## src/rtl/stopwatch_pkg.sv

```systemverilog
// stopwatch_pkg: shared types and constants for the stopwatch timekeeping stage.
//   sw_state_t     : run/pause/idle state encoding
//   SEG_LUT        : 7-segment patterns for digits 0-9 (bit0..bit6 = a..g, active-high)
//   SEG_BLANK      : pattern shown for a non-decimal BCD nibble
//   DIGIT_MAX_*    : last legal value of a tens / ones digit in an MM:SS count
//   COUNT_MAX      : 59:59 as packed BCD {min_t, min_o, sec_t, sec_o}
//   bcd_inc()      : MM:SS BCD increment with digit carries (59:59 rolls to 00:00)
package stopwatch_pkg;

    typedef enum logic [1:0] {
        IDLE  = 2'd0,
        RUN   = 2'd1,
        PAUSE = 2'd2
    } sw_state_t;

    localparam logic [6:0] SEG_LUT [0:9] = '{
        7'h3F, 7'h06, 7'h5B, 7'h4F, 7'h66,
        7'h6D, 7'h7D, 7'h07, 7'h7F, 7'h6F
    };

    localparam logic [6:0]  SEG_BLANK      = 7'h00;
    localparam logic [3:0]  DIGIT_MAX_TENS = 4'd5;
    localparam logic [3:0]  DIGIT_MAX_ONES = 4'd9;
    localparam logic [15:0] COUNT_MAX      = 16'h5959;

    // Advance a packed MM:SS BCD value by one second, rippling carries upward.
    function automatic logic [15:0] bcd_inc(input logic [15:0] cur);
        logic [15:0] nxt_s;
        nxt_s = cur;
        if (cur[3:0] != DIGIT_MAX_ONES) begin
            nxt_s[3:0] = cur[3:0] + 4'd1;
        end else begin
            nxt_s[3:0] = 4'd0;
            if (cur[7:4] != DIGIT_MAX_TENS) begin
                nxt_s[7:4] = cur[7:4] + 4'd1;
            end else begin
                nxt_s[7:4] = 4'd0;
                if (cur[11:8] != DIGIT_MAX_ONES) begin
                    nxt_s[11:8] = cur[11:8] + 4'd1;
                end else begin
                    nxt_s[11:8] = 4'd0;
                    if (cur[15:12] != DIGIT_MAX_TENS) begin
                        nxt_s[15:12] = cur[15:12] + 4'd1;
                    end else begin
                        nxt_s[15:12] = 4'd0;
                    end
                end
            end
        end
        return nxt_s;
    endfunction

endpackage

```

## src/rtl/bcd_to_seg7.sv

```systemverilog
// bcd_to_seg7: one-digit BCD to 7-segment decoder.
//   bcd : 4-bit BCD digit
//   seg : segment pattern, bit0..bit6 = a..g, active-high; blank for values above 9
module bcd_to_seg7
    import stopwatch_pkg::*;
(
    input  logic [3:0] bcd,
    output logic [6:0] seg
);

    // Table lookup, guarded so out-of-range nibbles never index past the table.
    always_comb begin
        if (bcd <= 4'd9) begin
            seg = SEG_LUT[bcd];
        end else begin
            seg = SEG_BLANK;
        end
    end

endmodule

```

## src/rtl/stopwatch_core.sv

```systemverilog
// stopwatch_core: stopwatch timekeeping stage feeding the 4-digit display multiplexer.
//   clk        : system clock, rising edge
//   rst        : asynchronous active-high reset (release is expected to be synchronous to clk)
//   start_stop : debounced level; rising edge toggles run/pause
//   clear      : debounced level; rising edge zeroes the count and returns to IDLE
//   seg0..seg3 : 7-segment patterns for sec ones, sec tens, min ones, min tens
//   bcd        : {min_t, min_o, sec_t, sec_o}
//   running    : high while in RUN
//   wrap       : one-cycle pulse on 59:59 -> 00:00 rollover
module stopwatch_core
    import stopwatch_pkg::*;
#(
    parameter int TICK_DIV = 100_000_000,
    parameter bit SATURATE = 1'b0
) (
    input  logic        clk,
    input  logic        rst,
    input  logic        start_stop,
    input  logic        clear,
    output logic [6:0]  seg0,
    output logic [6:0]  seg1,
    output logic [6:0]  seg2,
    output logic [6:0]  seg3,
    output logic [15:0] bcd,
    output logic        running,
    output logic        wrap
);

    localparam int                 PRESC_W    = $clog2(TICK_DIV);
    localparam logic [PRESC_W-1:0] PRESC_LAST = PRESC_W'(TICK_DIV - 1);
    localparam logic [PRESC_W-1:0] PRESC_ZERO = {PRESC_W{1'b0}};
    localparam logic [PRESC_W-1:0] PRESC_ONE  = PRESC_W'(1);

    sw_state_t          state_r, state_s;
    logic [PRESC_W-1:0] presc_r, presc_s;
    logic [15:0]        count_r, count_s;
    logic               wrap_r, wrap_s;
    logic               running_r;
    logic               ss_hist_r, clr_hist_r;
    logic               ss_press_s, clr_press_s;
    logic               tick_s, at_max_s;

    // History flops reset high so a button held through reset is ignored until re-pressed.
    assign ss_press_s  = start_stop & ~ss_hist_r;
    assign clr_press_s = clear & ~clr_hist_r;
    assign tick_s      = (state_r == RUN) && (presc_r == PRESC_LAST);
    assign at_max_s    = (count_r == COUNT_MAX);

    // Next-state, prescaler and count update; clear overrides everything else.
    always_comb begin
        state_s = state_r;
        presc_s = presc_r;
        count_s = count_r;
        wrap_s  = 1'b0;
        if (clr_press_s) begin
            state_s = IDLE;
            presc_s = PRESC_ZERO;
            count_s = 16'h0000;
        end else begin
            case (state_r)
                IDLE: begin
                    if (ss_press_s) begin
                        state_s = RUN;
                        presc_s = PRESC_ZERO;
                    end else begin
                        state_s = IDLE;
                    end
                end
                RUN: begin
                    if (tick_s) begin
                        presc_s = PRESC_ZERO;
                        if (!at_max_s) begin
                            count_s = bcd_inc(count_r);
                        end else if (SATURATE) begin
                            count_s = COUNT_MAX;
                        end else begin
                            count_s = 16'h0000;
                            wrap_s  = 1'b1;
                        end
                    end else begin
                        presc_s = presc_r + PRESC_ONE;
                    end
                    // A press on a tick edge still lets the increment above land.
                    if (ss_press_s) begin
                        state_s = PAUSE;
                    end else if (tick_s && at_max_s && SATURATE) begin
                        state_s = PAUSE;
                    end else begin
                        state_s = RUN;
                    end
                end
                PAUSE: begin
                    if (ss_press_s) begin
                        state_s = RUN;
                    end else begin
                        state_s = PAUSE;
                    end
                end
                default: begin
                    state_s = IDLE;
                    presc_s = PRESC_ZERO;
                    count_s = 16'h0000;
                end
            endcase
        end
    end

    // State, counters, button history and registered status outputs.
    always_ff @(posedge clk or posedge rst) begin
        if (rst) begin
            state_r    <= IDLE;
            presc_r    <= PRESC_ZERO;
            count_r    <= 16'h0000;
            wrap_r     <= 1'b0;
            running_r  <= 1'b0;
            ss_hist_r  <= 1'b1;
            clr_hist_r <= 1'b1;
        end else begin
            state_r    <= state_s;
            presc_r    <= presc_s;
            count_r    <= count_s;
            wrap_r     <= wrap_s;
            running_r  <= (state_s == RUN);
            ss_hist_r  <= start_stop;
            clr_hist_r <= clear;
        end
    end

    assign bcd     = count_r;
    assign running = running_r;
    assign wrap    = wrap_r;

    bcd_to_seg7 u_seg0 (.bcd(count_r[3:0]),   .seg(seg0));
    bcd_to_seg7 u_seg1 (.bcd(count_r[7:4]),   .seg(seg1));
    bcd_to_seg7 u_seg2 (.bcd(count_r[11:8]),  .seg(seg2));
    bcd_to_seg7 u_seg3 (.bcd(count_r[15:12]), .seg(seg3));

endmodule

```

## config.mk

```make
export PLATFORM = sky130hd
export DESIGN_NAME = stopwatch_core
export DESIGN_NICKNAME = d
export VERILOG_FILES = /design/src/rtl/stopwatch_pkg.sv /design/src/rtl/bcd_to_seg7.sv /design/src/rtl/stopwatch_core.sv
export SDC_FILE = /design/constraint.sdc
export NUM_CORES = 1
export LEC_CHECK = 0
export BUFFER_PORTS_ARGS = -buffer_cell sky130_fd_sc_hd__buf_2
export CAP_MARGIN = 30
export CORE_MARGIN = 1
export CORE_UTILIZATION = 40
export DETAILED_ROUTE_END_ITERATION = 16
export MAX_ROUTING_LAYER = met4
export PLACE_DENSITY_LB_ADDON = 0.2
export SLEW_MARGIN = 20
export SYNTH_ARGS = -nofsm -noshare
export SYNTH_HDL_FRONTEND = slang
export SYNTH_HIERARCHICAL = 1
export SYNTH_SLANG_ARGS = --single-unit
export TNS_END_PERCENT = 50
```

## constraint.sdc

```tcl
create_clock -name clk -period 6.9 [get_ports clk]
set_clock_uncertainty 0.15 [all_clocks]
set_input_delay 0.345 -clock clk [delete_from_list [all_inputs] [get_ports clk]]
set_output_delay 0.345 -clock clk [all_outputs]
set_load 0.01 [all_outputs]
```

==> results_dict.tcl <==
set metrics [dict create \
    outcome "finished with violations" \
    failed_checks "negative hold slack" \
    cp_max_fo 11 \
    die_h_um 98.5 \
    synth_edf_count 0 \
    first_global_vias 2915 \
    cts_buffer_depth 2 \
    crit_required_ns 6.96 \
    worstMarginPinSlew_ns 0.873 \
    yosysSeqAreaShare 0.330 \
    clkSlewWorstSetupHoldPaths_ns 0.10 \
    wl_mm 8.06 \
    ff2ff_setup_slack_ns 4.16 \
    diodes 0 \
    p_int_w 0.000502 \
    combPwrFrac 0.268 \
    worstPathCellList "ha_1 -> nand3b_1 -> nor4_1 -> o21ai_0 -> mux2_2" \
    nets 492 \
    initial_core_util 0.419 \
    synth_area_leaders "dfrtp_1 (32%), ha_1 (11%), nor2_1 (5.0%)" \
    synth_async_sr_flop_share 1.00 \
    dieArea_sq_um 9710 \
    ys.flop_type "dfrtp_1" \
    wl_per_cell_um 14.3 \
    fp.coreArea_sq_um 8890 \
    track_usage 0.178 \
    hold_viol_final 3 \
    ant_nets 0 \
    synth_top_area_share 0.315 \
    cts_buffers 5 \
    yosysUniqueCellTypes 61 \
    cp_slowest_cell "nor4_1" \
    ioPinCount 50 \
    die_w_um 98.5 \
    dr.pass1.iters 7 \
    rows 34 \
    num_vias 3162 \
    setup_viol 0 \
    hold_slack_ns -0.00208 \
    rsz0062_at_grt "false" \
    power-per-cell-area_nw_per_um2 178 \
    place_congestion 0.801 \
    htree_levels 2 \
    final_max_slew_viol_count 0 \
    dp.final_hpwl_mm 5.68 \
    finalCritPeriodShare 0.397 \
    max_cap_viol_count 0 \
    overflow 0 \
    cp_data_arrival_time_ns 2.80 \
    critical_path_class "reg2reg" \
    fmax_mhz 365 \
    cts_root_buffer "clkbuf_8" \
    ys_ff_latch 49 \
    fin_util 0.469 \
    yosys_warnings 6 \
    synth_top_cell_by_area "dfrtp_1" \
    netSwitchingPower_w 0.000239 \
    cp-start-kind "flip-flop" \
    setup_tns_ns 0 \
    p_sw_frac 0.322 \
    syn_nets 448 \
    period_minus_slack_ns 2.74 \
    avgViaCountPerCell 5.61 \
    cpPeakStageDelay_ns 0.80 \
    drive_gt1_frac 0.195 \
    cts_tree "yes" \
    max_slew_margin 0.412 \
    seqPwrFrac 0.441 \
    drc 0 \
    drt_iter0_markers 138 \
    endpoint_kind "flip-flop" \
    p_leak_nw 1.73 \
    grt_max_degree 33 \
    ir_worst_vdd_uv 128 \
    syn_area_per_cell_sq_um 9.07 \
    power_frac_clock 0.291 \
    portBuffers 49 \
    hold_path.class "in2async" \
    synthesis.instances 411 \
    syn_to_final_growth_pct 11.8 \
    grt_pass1_wl_mm 13.8 \
    netlist_area_sq_um 3730 \
    antenna_found_initial 0 \
    clk_latency_ns 0.31 \
    clkSinkCount 49 \
]
[synth_stat cells, types with 2 or more instances]
| cell | number |
|---|---|
| a21oi_1 | 5 |
| or3_1 | 8 |
| a22oi_1 | 5 |
| nor4_1 | 9 |
| o221ai_1 | 4 |
| and3b_1 | 2 |
| nor2_1 | 50 |
| a31oi_1 | 2 |
| nand4_1 | 6 |
| nand2_1 | 30 |
| nor4b_2 | 2 |
| nor3_1 | 18 |
| o311ai_0 | 8 |
| nand3_1 | 12 |
| o211ai_1 | 8 |
| clkbuf_1 | 4 |
| buf_4 | 2 |
| and3_1 | 2 |
| nor2b_1 | 7 |
| nand2b_1 | 8 |
| dfrtp_1 | 47 |
| xnor2_1 | 20 |
| or3b_4 | 4 |
| nand3b_1 | 7 |
| o21ai_0 | 13 |
| a211oi_1 | 4 |
| mux2i_1 | 5 |
| mux2_1 | 2 |
| inv_1 | 18 |
| o22ai_1 | 4 |
| mux2_2 | 3 |
| nand4b_1 | 2 |
| and4_1 | 3 |
| dfstp_2 | 2 |
| buf_2 | 6 |
| o21a_1 | 9 |
| ha_1 | 33 |
| nor3b_1 | 6 |
| buf_6 | 6 |
| or3b_2 | 4 |
[logic make-up (layout without fill, tap and decap cells)]
logic type                 Yosys count  in the layout  synth area share
adders and majority gates           33             33             0.111
AOI/OAI and AO/OA                   73             73             0.145
buffers and inverters               36             81            0.0523
xor gates and xnor gates            20             20            0.0470
and+or+nand+nor                    190            190             0.287
DFF                                 49             49             0.330
muxes                               10             10            0.0285
[flip-flops by register name (all words and copies together), names as in the netlist]
signal and cells:
bcd 16, clr_hist_r 1, presc_r 27, running 1
ss_hist_r 1, state_r 2, wrap 1
[timing repair]
action	in CTS	in global routing
endpoints found under the setup margin	0	0
hold endpoints to repair	2	0
buffers inserted	0	0
hold buffers	2	0
resized for setup	0	0
[cells in the final DEF (no fill, tap or decap), types with 4 or more instances in the layout]
cell type  instances
a211oi_1           4
a21oi_1            5
a22oi_1            5
buf_2             49
clkbuf_8           6
dfrtp_1           47
ha_1              33
inv_1             17
mux2i_1            5
nand2_1           30
nand2b_1           8
nand3_1           12
nand3b_1           7
nand4_1            6
nor2_1            50
nor2b_1            7
nor3_1            18
nor3b_1            6
nor4_1             9
o211ai_1           8
o21a_1             9
o21ai_0           13
o221ai_1           4
o22ai_1            4
o311ai_0           8
or3_1              8
or3b_2             4
or3b_4             4
xnor2_1           20
[per-layer routing]
layer	routed length, um	global-route usage	part of all wire
met3	333	0.0220	0.041
met4	73	0.0482	0.0091
met5	0	-	0
met2	3550	0.264	0.44
met1	4100	0.255	0.51
[metrics by stage]
step,setup WS (ns),instance area (sq um),total power [W],std cells
after detailed placement,4.25,4030,0.000530,554
after global placement,4.40,4000,0.000525,553
after floorplan,4.59,3730,0.000462,411
after CTS,4.25,4170,0.000748,564
final,4.16,4170,0.000741,564
after global routing,4.00,4170,0.000780,564
[final cells by class]
| type | count | area, sq um |
|---|---|---|
| Fill cell | 845 | 4720 |
| Multi-Input combinational cell | 326 | 2300 |
| Sequential cell | 49 | 1230 |
| Timing Repair Buffer | 55 | 315 |
| Tap cell | 108 | 135 |
| Clock buffer | 7 | 86.3 |
| Inverter | 18 | 67.6 |
| Clock inverter | 1 | 30.0 |
[power groups by stage]
| stage | logic [W] | clock network (W) | registers, W |
|---|---|---|---|
| after detailed placement | 0.000198 | 0 | 0.000332 |
| final | 0.000198 | 0.000216 | 0.000327 |
| after global routing | 0.000222 | 0.000229 | 0.000330 |
| after floorplan | 0.000134 | 0 | 0.000327 |
| after global placement | 0.000194 | 0 | 0.000330 |
| after CTS | 0.000199 | 0.000223 | 0.000326 |
[path summary, 6_finish.rpt]
check,cells after the start,start,to
hold reg to reg,1,presc_r[1],presc_r[1]
setup reg to reg,5,bcd[0],bcd[4]
max in group asynchronous,3,rst,presc_r[10]
hold / removal,2,rst,bcd[3]
min in group clk,1,presc_r[1],presc_r[1]
setup / recovery,5,bcd[0],bcd[4]
[critical path: cells and delay by family (launching register included)]
family	cells	cell delay (ns)
multiplexers	1	0.31
AND/OR/NAND/NOR	2	1.17
adder cells (fa/ha/maj)	1	0.23
flip-flops	1	0.54
AO/OA/AOI/OAI	1	0.25
No activity file was read; power rests on OpenSTA's default activity.
